### src/rtl/beam_scaler_pkg.sv
// Shared constants, types and helpers for the beam trigger rate scaler.
// Imported by the per-beam counter and by the top level.
package beam_scaler_pkg;

    localparam int COUNT_WIDTH_DEF  = 16;
    localparam int PERIOD_WIDTH_DEF = 32;

    typedef struct packed {
        logic                       sat;
        logic [COUNT_WIDTH_DEF-1:0] count;
    } scal_word_t;

    function automatic int clog2_min1(input int n);
        return (n > 2) ? $clog2(n) : 1;
    endfunction

endpackage

### src/rtl/beam_scaler_counter.sv
// One beam: rising-edge detect, saturating live counter with sticky sat,
// and the holding register loaded at the gate terminal cycle.
module beam_scaler_counter
    import beam_scaler_pkg::*;
#(
    parameter int COUNT_WIDTH = COUNT_WIDTH_DEF
) (
    input  logic                 clk,
    input  logic                 rst,
    input  logic                 trig,
    input  logic                 terminal,
    output logic [COUNT_WIDTH:0] hold
);

    localparam logic [COUNT_WIDTH-1:0] C_ONE = 1;

    logic                   trig_q;
    logic                   seen_low;
    logic                   sat;
    logic                   sat_nxt;
    logic                   evt;
    logic [COUNT_WIDTH-1:0] live;
    logic [COUNT_WIDTH-1:0] live_nxt;

    // A level high across reset release must first be seen low to count.
    assign evt = trig & ~trig_q & seen_low;

    always_comb begin
        live_nxt = live;
        sat_nxt  = sat;
        if (evt) begin
            if (&live) begin
                sat_nxt = 1'b1;
            end else begin
                live_nxt = live + C_ONE;
            end
        end
    end

    always_ff @(posedge clk) begin
        if (rst) begin
            trig_q   <= 1'b0;
            seen_low <= ~trig;
            live     <= '0;
            sat      <= 1'b0;
            hold     <= '0;
        end else begin
            trig_q   <= trig;
            seen_low <= seen_low | ~trig;
            if (terminal) begin
                hold <= {sat_nxt, live_nxt};
                live <= '0;
                sat  <= 1'b0;
            end else begin
                live <= live_nxt;
                sat  <= sat_nxt;
            end
        end
    end

endmodule

### src/rtl/beam_trigger_scaler.sv
// Per-beam trigger rate scaler: gate counter, period latch, atomic transfer
// of all beam counts at gate end, and a registered readback port.
module beam_trigger_scaler
    import beam_scaler_pkg::*;
#(
    parameter int NBEAMS       = 2,
    parameter int COUNT_WIDTH  = COUNT_WIDTH_DEF,
    parameter int PERIOD_WIDTH = PERIOD_WIDTH_DEF,
    localparam int ADDR_W      = clog2_min1(NBEAMS)
) (
    input  logic                    clk_i,
    input  logic                    rst_i,
    input  logic [NBEAMS-1:0]       trigger_i,
    input  logic [PERIOD_WIDTH-1:0] period_i,
    input  logic [ADDR_W-1:0]       rd_addr_i,
    output logic [COUNT_WIDTH:0]    rd_data_o,
    output logic                    scal_valid_o
);

    localparam logic [PERIOD_WIDTH-1:0] P_ONE = 1;

    logic [PERIOD_WIDTH-1:0] period_q;
    logic [PERIOD_WIDTH-1:0] period_eff;
    logic [PERIOD_WIDTH-1:0] gate_cnt;
    logic                    terminal;
    logic [COUNT_WIDTH:0]    hold [NBEAMS];

    assign period_eff = (period_i == '0) ? P_ONE : period_i;
    assign terminal   = (gate_cnt == period_q - P_ONE);

    for (genvar b = 0; b < NBEAMS; b++) begin : g_beam
        beam_scaler_counter #(
            .COUNT_WIDTH (COUNT_WIDTH)
        ) u_cnt (
            .clk      (clk_i),
            .rst      (rst_i),
            .trig     (trigger_i[b]),
            .terminal (terminal),
            .hold     (hold[b])
        );
    end

    // New period only ever takes effect at a gate boundary.
    always_ff @(posedge clk_i) begin
        if (rst_i) begin
            period_q     <= period_eff;
            gate_cnt     <= '0;
            scal_valid_o <= 1'b0;
        end else begin
            scal_valid_o <= terminal;
            if (terminal) begin
                gate_cnt <= '0;
                period_q <= period_eff;
            end else begin
                gate_cnt <= gate_cnt + P_ONE;
            end
        end
    end

    always_ff @(posedge clk_i) begin
        if (rst_i) begin
            rd_data_o <= '0;
        end else if (32'(rd_addr_i) < NBEAMS) begin
            rd_data_o <= hold[rd_addr_i];
        end else begin
            rd_data_o <= '0;
        end
    end

endmodule

### config.mk
export PLATFORM = sky130hd
export DESIGN_NAME = beam_trigger_scaler
export DESIGN_NICKNAME = d
export VERILOG_FILES = /design/src/rtl/beam_scaler_pkg.sv /design/src/rtl/beam_scaler_counter.sv /design/src/rtl/beam_trigger_scaler.sv
export SDC_FILE = /design/constraint.sdc
export NUM_CORES = 1
export LEC_CHECK = 0
export ABC_AREA = 0
export CELL_PAD_IN_SITES_DETAIL_PLACEMENT = 1
export CELL_PAD_IN_SITES_GLOBAL_PLACEMENT = 1
export CORE_UTILIZATION = 49
export DETAILED_ROUTE_END_ITERATION = 7
export HOLD_SLACK_MARGIN = 0.15
export PLACE_DENSITY = 0.91
export REMOVE_ABC_BUFFERS = 1
export SLEW_MARGIN = 20
export SYNTH_ARGS = -nofsm -noshare
export SYNTH_HDL_FRONTEND = slang
export SYNTH_SLANG_ARGS = --single-unit
### constraint.sdc
create_clock -name clk_i -period 6.4 [get_ports clk_i]
set_input_delay 1.28 -clock clk_i [delete_from_list [all_inputs] [get_ports clk_i]]
set_output_delay 1.28 -clock clk_i [all_outputs]
set_load 0.02 [all_outputs]
==> qor.yml <==
synthesis:
  number_of_synthesized_register_bits: 154
  synthesis.instances: 833
  yosys_warnings: 0
  synth_largest_type_area_fraction_pct: 31.60
  async_flop_share_pct: 0
  post-synth-top-area-cell: "sky130_fd_sc_hd__dfxtp_1"
  synth_enable_flop_cells: 32
  synth_sequential_area_ratio_pct: 44.03
  yosys.area_share.simple_pct: 26.89
  synth_top_family_by_area: "simple AND/OR/NAND/NOR gates"
  mapped_avg_cell_area_um2: 9.278
  post_synth_fa_ha_maj_area_fraction_pct: 0.6476
  post_synth_mux_area_share_pct: 8.078
  netlist_top_cells_area: "sky130_fd_sc_hd__dfxtp_1, sky130_fd_sc_hd__edfxtp_1, sky130_fd_sc_hd__xor2_1"
  synth.lib_cells_used.distinct: 67
  netlist_area_um2: 7729
  synth_ff_type: "sky130_fd_sc_hd__dfxtp_1"
  synth_compound_gate_area_share_pct: 4.921
  yosys.area_share.xor_xnor_pct: 10.54
die:
  design.portCount: 55
  chipHeight_um: 127.6
  floorplan.initialDensity_pct: 50.47
  fp.coreArea_um2: 15310
  die_width_um: 127.6
  rows: 45
  die_area_um2: 16280
worst_setup_path:
  crit_start: "period_q[11]"
  reg2reg_from: "period_q[11]"
  worstSetupPathType: "flop to flop"
  worst-r2r-setup-slack_ns: 2.14
  setup.worst_path.end_class: "flop"
  critPathMaxFanout: 26
  setup.worst_path.end: "g_beam[0].u_cnt.live[10]"
  start_kind: "flop"
  worstPathArrival_ns: 4.55
  r2r-end: "g_beam[0].u_cnt.live[10]"
  crit_required_ns: 6.68
  worst_reg2reg_path_length_in_cells: 9
run:
  max_cap_viol_count: 0
cells_and_area:
  postLayoutCellArea_um2: 8808
  sequential_area_um2: 3403
  fill_cells: 1742
  antenna-diode-count: 0
  layout.cells.non_filler: 1060
  area_growth_pct: 13.97
  drive_above_1_share_pct: 8.481
  layout.nets: 877
  multi_input_combinational_cell_area_um2: 3953
placement:
  buffer_ports.inserted: 54
  pre_cts_slack_ns: 2.018
  gp_routability_congestion: 0.9637
  total_cell_area_at_the_placement_stage_um2: 8220
  estimated_wirelength_of_the_detail_placed_design_mm: 13.99
  place.detailed.instances: 1027
pwr:
  power.net_switching_uw: 530.8
  power.density_cell_area_nw_per_um2: 240.5
  p_int_uw: 1587
  power.share.clock_pct: 45.8
  sw_frac_of_total_pct: 25.06
  pwr-share-seq_pct: 48.7
  combinational_cell_fraction_of_total_power_pct: 5.5
  leakage_uw: 0.003168
  total_power_uw: 2118
  worst_ir_drop_vdd_mv: 0.1916
sta:
  worst_clock_skew_ns: 0.01038
  timing.final.hold_violations: 0
  finalMaxSlewViolations: 0
  grt_setup_unrepaired: "false"
  tightest_slew_ns: 0.8977
  fmax_mhz: 234.6
  max-slew-margin-rel_pct: 39.60
  setup_tns_ns: 0
  finalWorstSetupSlack_ns: 2.138
  finalSetupViolations: 0
  layout_min_cycle_time_ns: 4.262
  min_period_over_period_pct: 66.60
global_route:
  number_of_global_route_vias_before_repair: 6511
  global_route_wire_length_before_repair_mm: 33.94
  grt_antenna_before_repair: 0
  grtUsageTotal_pct: 27.00
  grt_start_max_net_pins: 72
  grt.overflow.total: 0
clocking:
  postCtsSetupBuffers: 0
  cts_resized: 0
  cts_tree: "done"
  numClockSinks: 154
  cts.htree.levels: 4
  ctsHoldBuffers: 0
  clock_insertion_delay_worst_skew_ns: 0.43
  cts_root_buf: "sky130_fd_sc_hd__clkbuf_16"
  ctsLongestPathBuffers: 2
  tritoncts.num_buffers: 17
  clkSlewWorstSetupHoldPaths_ns: 0.07
outcome:
  status: "complete, no violations"
route:
  detailed_route_wire_length_per_cell_um: 19.88
  wirelength_mm: 21.07
  via_count: 6249
  route.detailed.vias_per_inst: 5.895
  detail_route.iter0.violations: 410
  dr.pass1.iters: 5
  final_antenna_net_count: 0
  remaining_drc_errors: 0
worst_hold_path:
  min-delay-start: "g_beam[0].u_cnt.hold[14]"
  min-delay-path-class: "flop to flop"
  timing.hold.worst_path_depth: 2
==> cells in the final DEF, fill, tap and decap left out, drive strengths merged, types with 6 or more instances in the layout <==
master / instances
clkbuf: 20
mux2: 19
or3: 6
and2: 8
nand3: 35
o21ai: 11
mux2i: 41
nand4: 23
xnor2: 41
nor2b: 23
buf: 8
inv: 15
and3: 21
clkdlybuf4s50: 52
xor2: 52
or4: 9
nor3: 83
dfxtp: 122
or2: 9
edfxtp: 32
nor4: 22
nand2b: 10
nand2: 50
nor2: 62
==> critical path: stages (launching register included) <==
cell	delay [ns]
sky130_fd_sc_hd__edfxtp_1	0.50
sky130_fd_sc_hd__nor4_1	0.82
sky130_fd_sc_hd__nand4_1	0.52
sky130_fd_sc_hd__o31ai_1	0.36
sky130_fd_sc_hd__nand3_1	0.13
sky130_fd_sc_hd__or4_1	0.47
sky130_fd_sc_hd__and4bb_2	0.69
sky130_fd_sc_hd__buf_16	0.24
sky130_fd_sc_hd__buf_4	0.26
sky130_fd_sc_hd__nor3_1	0.09
==> cells in the mapped netlist (all sizes together) (11+ instances only) <==
cell	instances
edfxtp	32
nand4	23
xnor2	41
nand2	50
and3	21
nor3	83
clkbuf	64
o21ai	11
xor2	52
dfxtp	122
mux2i	41
buf	12
nor2	62
nor2b	23
nor4	22
nand3	35
mux2	19
==> kinds of logic (layout without fill, tap and decap cells) <==
kind of cell,Yosys count,in the layout
AOI/OAI and AO/OA,52,52
xor gates and xnor gates,93,93
adders and majority gates,4,4
buffers and inverters,84,100
DFF,154,154
muxes,60,60
and+or+nand+nor,386,386
==> worst min path at each step <==
| stage | end | slack, ns |
|---|---|---|
| 3_5_place_dp | g_beam[0].u_cnt.hold[12] | 0.45 |
| 5_1_grt | g_beam[0].u_cnt.hold[12] | 0.49 |
| 4_1_cts | g_beam[0].u_cnt.hold[14] | 0.46 |
| 2_1_floorplan | g_beam[0].u_cnt.seen_low | 0.44 |
| 6_report | g_beam[0].u_cnt.hold[14] | 0.46 |
| 3_3_place_gp | g_beam[0].u_cnt.hold[16] | 0.44 |
==> metrics by stage <==
stage                     utilization, %  hold WS (ns)
final                              57.52        0.4609
after global routing               57.52        0.4914
after CTS                          57.34        0.4645
after detailed placement           53.68        0.4529
after global placement             53.68        0.4430
after floorplan                        -        0.4362
==> final cells by class <==
cell class / count / area share, %
sequential: 154 / 38.64
timing repair buffer: 60 / 6.790
tap: 211 / 2.997
inverter: 8 / 0.3409
multi-input combinational: 595 / 44.87
clock inverter: 12 / 1.179
clock buffer: 20 / 5.185
==> per-layer routing <==
metal	track usage, %	vias up	routed length (um)
met5	0	-	0
met4	8.097	0	352
met3	5.402	30	829
met2	48.89	135	10870
met1	32.18	3124	9020
li1	-	2960	-
==> power groups by stage <==
stage | Clock, uW | Sequential (uW) | Combinational, uW
final | 970 | 1030 | 117
after global routing | 1030 | 1030 | 127
after CTS | 977 | 1030 | 117
after detailed placement | 0 | 1050 | 116
after global placement | 0 | 1050 | 112
after floorplan | 0 | 1050 | 56.2
==> sequential cells by signal, summed over array words and instances, names as in the netlist <==
| name | cells |
|---|---|
| g_beam.u_cnt.seen_low | 2 |
| g_beam.u_cnt.trig_q | 2 |
| g_beam.u_cnt.sat | 2 |
| scal_valid_o | 1 |
| g_beam.u_cnt.live | 32 |
| period_q | 32 |
| gate_cnt | 32 |
| g_beam.u_cnt.hold | 34 |
| rd_data_o | 17 |
(Power assumes the default switching activity.)
